--- config.mk ---
export PLATFORM = sky130hd
export DESIGN_NAME = counter_mod
export DESIGN_NICKNAME = d
export VERILOG_FILES = /design/src/rtl/counter_mod_pkg.sv /design/src/rtl/counter_mod_step.sv /design/src/rtl/counter_mod.sv
export SDC_FILE = /design/constraint.sdc
export NUM_CORES = 1
export LEC_CHECK = 0
export BUFFER_PORTS_ARGS = -buffer_cell sky130_fd_sc_hd__buf_4
export CORE_MARGIN = 8
export CORE_UTILIZATION = 50
export DETAILED_ROUTE_END_ITERATION = 6
export PLACE_DENSITY = 0.72
export SYNTH_ARGS = -nofsm -noshare
export SYNTH_HDL_FRONTEND = slang
export SYNTH_HIERARCHICAL = 1
export SYNTH_SLANG_ARGS = --single-unit
export TNS_END_PERCENT = 10
--- constraint.sdc ---
create_clock -name clk -period 3.9 [get_ports clk]
set_input_delay 0.78 -clock clk [delete_from_list [all_inputs] [get_ports clk]]
set_output_delay 0.78 -clock clk [all_outputs]
set_load 0.03 [all_outputs]
--- src/rtl/counter_mod_pkg.sv ---
// counter_mod_pkg
//   Shared encodings for the bounded up/down counter.
//   MODE_WRAP / MODE_SAT : values of sat_mode
//   DIR_DOWN  / DIR_UP   : values of upndwn
package counter_mod_pkg;

  localparam logic MODE_WRAP = 1'b0;
  localparam logic MODE_SAT  = 1'b1;

  localparam logic DIR_DOWN  = 1'b0;
  localparam logic DIR_UP    = 1'b1;

endpackage

--- src/rtl/counter_mod_step.sv ---
// counter_mod_step
//   Combinational next-count arithmetic for counter_mod.
//   Ports:
//     cnt      in  WIDTH   current count
//     max_val  in  WIDTH   upper bound of the legal range 0..max_val
//     step     in  STEP_W  requested step magnitude
//     upndwn   in  1       DIR_UP / DIR_DOWN
//     sat_mode in  1       MODE_SAT / MODE_WRAP
//     next_cnt out WIDTH   count after one enabled step
//     bnd_evt  out 1       the step crossed (or started outside) a bound
module counter_mod_step
  import counter_mod_pkg::*;
#(
  parameter int WIDTH  = 8,
  parameter int STEP_W = 4
) (
  input  logic [WIDTH-1:0]  cnt,
  input  logic [WIDTH-1:0]  max_val,
  input  logic [STEP_W-1:0] step,
  input  logic              upndwn,
  input  logic              sat_mode,
  output logic [WIDTH-1:0]  next_cnt,
  output logic              bnd_evt
);

  logic [WIDTH-1:0] step_ext;
  logic [WIDTH-1:0] eff_step;
  logic [WIDTH:0]   sum;
  logic [WIDTH:0]   range_len;

  always_comb begin
    step_ext  = WIDTH'(step);
    // A step larger than the whole range is clamped to max_val.
    eff_step  = (step_ext < max_val) ? step_ext : max_val;
    sum       = {1'b0, cnt} + {1'b0, eff_step};
    range_len = {1'b0, max_val} + {{WIDTH{1'b0}}, 1'b1};
    next_cnt  = cnt;
    bnd_evt   = 1'b0;

    if (eff_step == '0) begin
      // Zero effective step: hold, never an event.
      next_cnt = cnt;
    end else if (cnt > max_val) begin
      // Count left stranded above a lowered bound.
      bnd_evt  = 1'b1;
      next_cnt = (sat_mode == MODE_SAT) ? max_val : '0;
    end else if (upndwn == DIR_UP) begin
      if (sum > {1'b0, max_val}) begin
        bnd_evt  = 1'b1;
        next_cnt = (sat_mode == MODE_SAT) ? max_val : WIDTH'(sum - range_len);
      end else begin
        next_cnt = sum[WIDTH-1:0];
      end
    end else begin
      if (eff_step > cnt) begin
        bnd_evt  = 1'b1;
        next_cnt = (sat_mode == MODE_SAT) ? '0
                 : WIDTH'({1'b0, cnt} + range_len - {1'b0, eff_step});
      end else begin
        next_cnt = cnt - eff_step;
      end
    end
  end

endmodule

--- src/rtl/counter_mod.sv ---
// counter_mod
//   Bounded up/down counter with load, variable step, wrap/saturate modes,
//   a terminal-count pulse and a sticky boundary flag.
//   Ports:
//     clk       in  1       clock, rising edge
//     reset     in  1       asynchronous active-low reset
//     enable    in  1       count one step
//     upndwn    in  1       1 = up, 0 = down
//     load      in  1       load min(load_val, max_val); beats enable
//     load_val  in  WIDTH   value to load
//     max_val   in  WIDTH   upper bound
//     step      in  STEP_W  step magnitude
//     sat_mode  in  1       1 = saturate, 0 = wrap
//     clr_ovf   in  1       clear sticky ovf (a same-cycle event wins)
//     cnt       out WIDTH   registered count
//     tc        out 1       registered boundary-event pulse
//     ovf       out 1       registered sticky boundary flag
module counter_mod
  import counter_mod_pkg::*;
#(
  parameter int WIDTH  = 8,
  parameter int STEP_W = 4
) (
  input  logic              clk,
  input  logic              reset,
  input  logic              enable,
  input  logic              upndwn,
  input  logic              load,
  input  logic [WIDTH-1:0]  load_val,
  input  logic [WIDTH-1:0]  max_val,
  input  logic [STEP_W-1:0] step,
  input  logic              sat_mode,
  input  logic              clr_ovf,
  output logic [WIDTH-1:0]  cnt,
  output logic              tc,
  output logic              ovf
);

  logic [WIDTH-1:0] cnt_reg;
  logic             tc_reg;
  logic             ovf_reg;
  logic [WIDTH-1:0] step_next;
  logic             step_evt;
  logic [WIDTH-1:0] load_clamped;
  logic             evt_next;

  counter_mod_step #(
    .WIDTH  (WIDTH),
    .STEP_W (STEP_W)
  ) u_step (
    .cnt      (cnt_reg),
    .max_val  (max_val),
    .step     (step),
    .upndwn   (upndwn),
    .sat_mode (sat_mode),
    .next_cnt (step_next),
    .bnd_evt  (step_evt)
  );

  assign load_clamped = (load_val < max_val) ? load_val : max_val;
  // Only an enabled count that is not overridden by load can be an event.
  assign evt_next     = enable & ~load & step_evt;

  always_ff @(posedge clk or negedge reset) begin
    if (!reset) begin
      cnt_reg <= '0;
      tc_reg  <= 1'b0;
      ovf_reg <= 1'b0;
    end else begin
      if (load) begin
        cnt_reg <= load_clamped;
        tc_reg  <= 1'b0;
      end else if (enable) begin
        cnt_reg <= step_next;
        tc_reg  <= step_evt;
      end else begin
        tc_reg  <= 1'b0;
      end

      if (evt_next) begin
        ovf_reg <= 1'b1;
      end else if (clr_ovf) begin
        ovf_reg <= 1'b0;
      end
    end
  end

  assign cnt = cnt_reg;
  assign tc  = tc_reg;
  assign ovf = ovf_reg;

endmodule
==> impl_metrics.csv <==
group,metric,value,unit
synthesis,synth_area_per_cell,7.82,um2
setup_path,crit_slowest_cell,"or3_1",
clock_tree,clock_latency,240,ps
clock_tree,cts_tree,"built",
setup_path,cp_max_fo,7,
timing,fin_crit_sh,143,%
power,peakVddDrop,0.000295,V
power,switchingPower,1490,uW
floorplan,die_w,101,um
setup_path,setup.worst_path.class,"in2reg",
setup_path,r2r-start,"cnt[4]",
synthesis,synthTopCellsByArea,"ha_1, dfrtp_1, fa_1",
layout,ff_latch_area,250,um2
routing,viasPerCell,6.00,
setup_path,reg2reg_depth,20,
power,pwr-share-clk,3.6,%
global_route,grt_first_pass_wirelength,20400,um
floorplan,start_util,50.8,%
timing,slew_violations,0,
layout,drive_gt1_share,34.6,%
floorplan,die_h,101,um
timing,tns,-15350,ps
timing,min_period,5570,ps
synthesis,synth.distinct_cells,72,
global_route,gr-total-overflow,0,
timing,rsz0062_at_grt,"true",
layout,largest_register_ffs,8,
timing,clock.fmax,0.179,GHz
power,comb_power_share,91.3,%
power,swShare,48.9,%
setup_path,crit_arrival,5690,ps
synthesis,synth_top_area_share,20.5,%
global_route,grt_use_met1,28.1,%
global_route,grt_start_max_net_pins,27,
floorplan,fp.coreArea,7100,um2
setup_path,cp_slowest_stage_delay,370,ps
global_route,top_usage_layer,"met2",
clock_tree,clock-root-buffer,"clkbuf_8",
routing,routedWlPerCell,18.9,um
routing,drc,0,
global_route,grt_pass1_vias,4304,
clock_tree,htree_levels,1,
synthesis,synthArstFlopShare,100,%
floorplan,die-area,10200,um2
timing,worstMarginPinSlew,716,ps
layout,syn2layout_area_growth,40.2,%
clock_tree,path_clk_slew,50,ps
global_route,use_met2,46.8,%
setup_path,cp-end-kind,"flip-flop",
routing,drt_iter0_markers,351,
synthesis,synth_top_area_cell,"ha_1",
routing,drt.antenna.violating_nets,0,
timing,clock-skew-final,2.27,ps
setup_path,ff2ff_setup_slack,-410,ps
layout,diodes,0,
layout,multiInputGateArea,3350,um2
timing,hold_violations,0,
layout,filler_cell_count,558,
synthesis,ys_seq_area_share,6.94,%
routing,wirelength,13200,um
clock_tree,postCtsHoldBufs,0,
timing,slew_headroom,52.3,%
run_status,violations,"setup timing",
synthesis,synthFlopType,"dfrtp_1",
synthesis,syn_inst,461,
job,cap_viol_max_count,0,
place,hpwl,10100,um
timing,setup_viol,10,
setup_path,path_common_cell,"buf_6",
synthesis,synth_edf_count,0,
synthesis,netlist_area,3600,um2
synthesis,ys_ff_latch,10,
clock_tree,clockBufferDepth,2,
clock_tree,cts.sinks,10,
floorplan,io-pin-count,37,
routing,first_pass_iters,5,
layout,nets,696,
power,p_per_area,602,nW/um2
routing,vias,4182,
setup_path,timing.rr.end,"cnt[2]",
min_path,hp-class,"in2async",
run_status,status,"finished, violations left",
power,pwr-share-seq,5.1,%
timing,finalWorstSetupSlack,-1670,ps
power,p_int,1550,uW
power,p_leak,0.00237,uW
clock_tree,numCtsBuffers,3,
place,place_ws,-1980,ps
place,portBuffers,36,
global_route,antenna_found_initial,0,
setup_path,crit_required,4010,ps
global_route,grt_use_total,25.1,%
setup_path,startpoint_type,"input pin",
synthesis,yosysWarnings,6,
floorplan,row_count,31,
global_route,grtUsageMet3,2.69,%
place,globalplace.congestion,0.940,
through the flow:
stage / util [%] / instance area [um2] / std cells / hold slack [ps] / power [uW]
floorplan: - / 3670 / 470 / 484 / 1670
global placement: 65.4 / 4640 / 678 / 522 / 2440
detailed placement: 65.4 / 4640 / 678 / 529 / 2520
CTS: 69.4 / 4930 / 692 / 373 / 2870
global route: 71.2 / 5050 / 697 / 378 / 3250
finish: 71.2 / 5050 / 697 / 369 / 3040
cell usage in the layout (no fill, tap or decap), types with 4 or more instances in the layout:
cell      instances
nor2_1           26
o21ai_0          10
o21ai_2           7
inv_1            42
o21ai_1          10
xnor2_1          17
nor4_1            6
ha_4              6
ha_1             52
a22o_1            5
o211ai_1          7
a21oi_2           4
a21o_1            7
mux2_2            9
conb_1           11
fa_1             10
buf_4           133
o22ai_1           8
or2b_1            5
nor2b_1           6
o21bai_1          5
dfrtp_1          10
a211oi_1          9
a21oi_1          27
xor2_1            7
nor3_1           21
nand2_1          26
nand2b_1         10
buf_6             8
nand3_1          13
cell usage after synthesis, types with 3 or more instances:
library cell / number
ha_1: 59
inv_1: 44
a21oi_1: 30
nor2_1: 27
nand2_1: 26
nor3_1: 24
xnor2_1: 19
nand3_1: 13
o21ai_0: 13
dfrtp_1: 10
fa_1: 10
mux2_2: 10
nand2b_1: 10
o21ai_1: 10
a211oi_1: 9
clkbuf_1: 9
o22ai_1: 9
a21o_1: 7
o211ai_1: 7
xor2_1: 7
nor2b_1: 6
nor4_1: 6
a22o_1: 5
o21ai_2: 5
o21bai_1: 5
or2b_1: 5
a21oi_2: 3
buf_2: 3
buf_4: 3
mux2i_1: 3
nand4_1: 3
o21a_1: 3
o21a_4: 3
critical path: cells and delay by family:
kind	cells	cell delay (ps)
AND/OR/NAND/NOR	5	740
multiplexers	1	260
buffers and inverters	6	760
AO/OA/AOI/OAI	13	2300
XOR/XNOR	1	90
adder cells (fa/ha/maj)	3	750
worst max path at each step:
| stage | startpoint | endpoint | slack, ps | cells after the start |
|---|---|---|---|---|
| after floorplan | max_val[2] | cnt[3] | -1590 | 27 |
| after global placement | max_val[1] | cnt[0] | -1760 | 27 |
| after detailed placement | max_val[1] | cnt[1] | -1980 | 26 |
| after CTS | max_val[2] | cnt[1] | -1490 | 27 |
| after global routing | max_val[2] | cnt[3] | -1760 | 29 |
| final | max_val[2] | cnt[2] | -1670 | 29 |
cells by family (layout without fill, tap and decap cells):
kind of cell | count (synthesis) | count (layout) | synth area share (%)
AND/OR/NAND/NOR | 139 | 139 | 20.8
AO/OA/AOI/OAI | 138 | 139 | 28.2
flip-flops | 10 | 10 | 6.94
XOR/XNOR | 26 | 26 | 6.32
other | 2 | 11 | 0.208
multiplexers | 13 | 13 | 3.96
buffers and inverters | 64 | 191 | 7.50
adder cells (fa/ha/maj) | 69 | 69 | 26.0
per-layer routing:
| layer | vias to the layer above | part of all wire [%] |
|---|---|---|
| li1 | 1957 | - |
| met1 | 1947 | 39 |
| met2 | 221 | 50 |
| met3 | 57 | 6.9 |
| met4 | 0 | 4.2 |
| met5 | - | 0 |
cell type report:
class | count | area share [%]
multi-input combinational | 397 | 66.3
timing repair buffer | 142 | 21.9
sequential | 10 | 4.95
inverter | 46 | 3.52
tap | 99 | 2.45
clock buffer | 3 | 0.817
power by group through the flow:
stage | Clock, uW | Combinational (uW) | Sequential [uW]
after global placement | 0 | 2290 | 150
after global routing | 113 | 2970 | 158
after floorplan | 0 | 1440 | 225
after CTS | 107 | 2610 | 152
after detailed placement | 0 | 2370 | 150
final | 109 | 2780 | 155
what timing repair did:
item                                    in CTS  in global routing
endpoints found under the hold margin        0                  0
cloned                                       1                  0
pin swaps                                   27                 17
buffers inserted                            10                  5
endpoints found under the setup margin      10                 10
resized for setup                           27                 16
(Power assumes the default switching activity.)
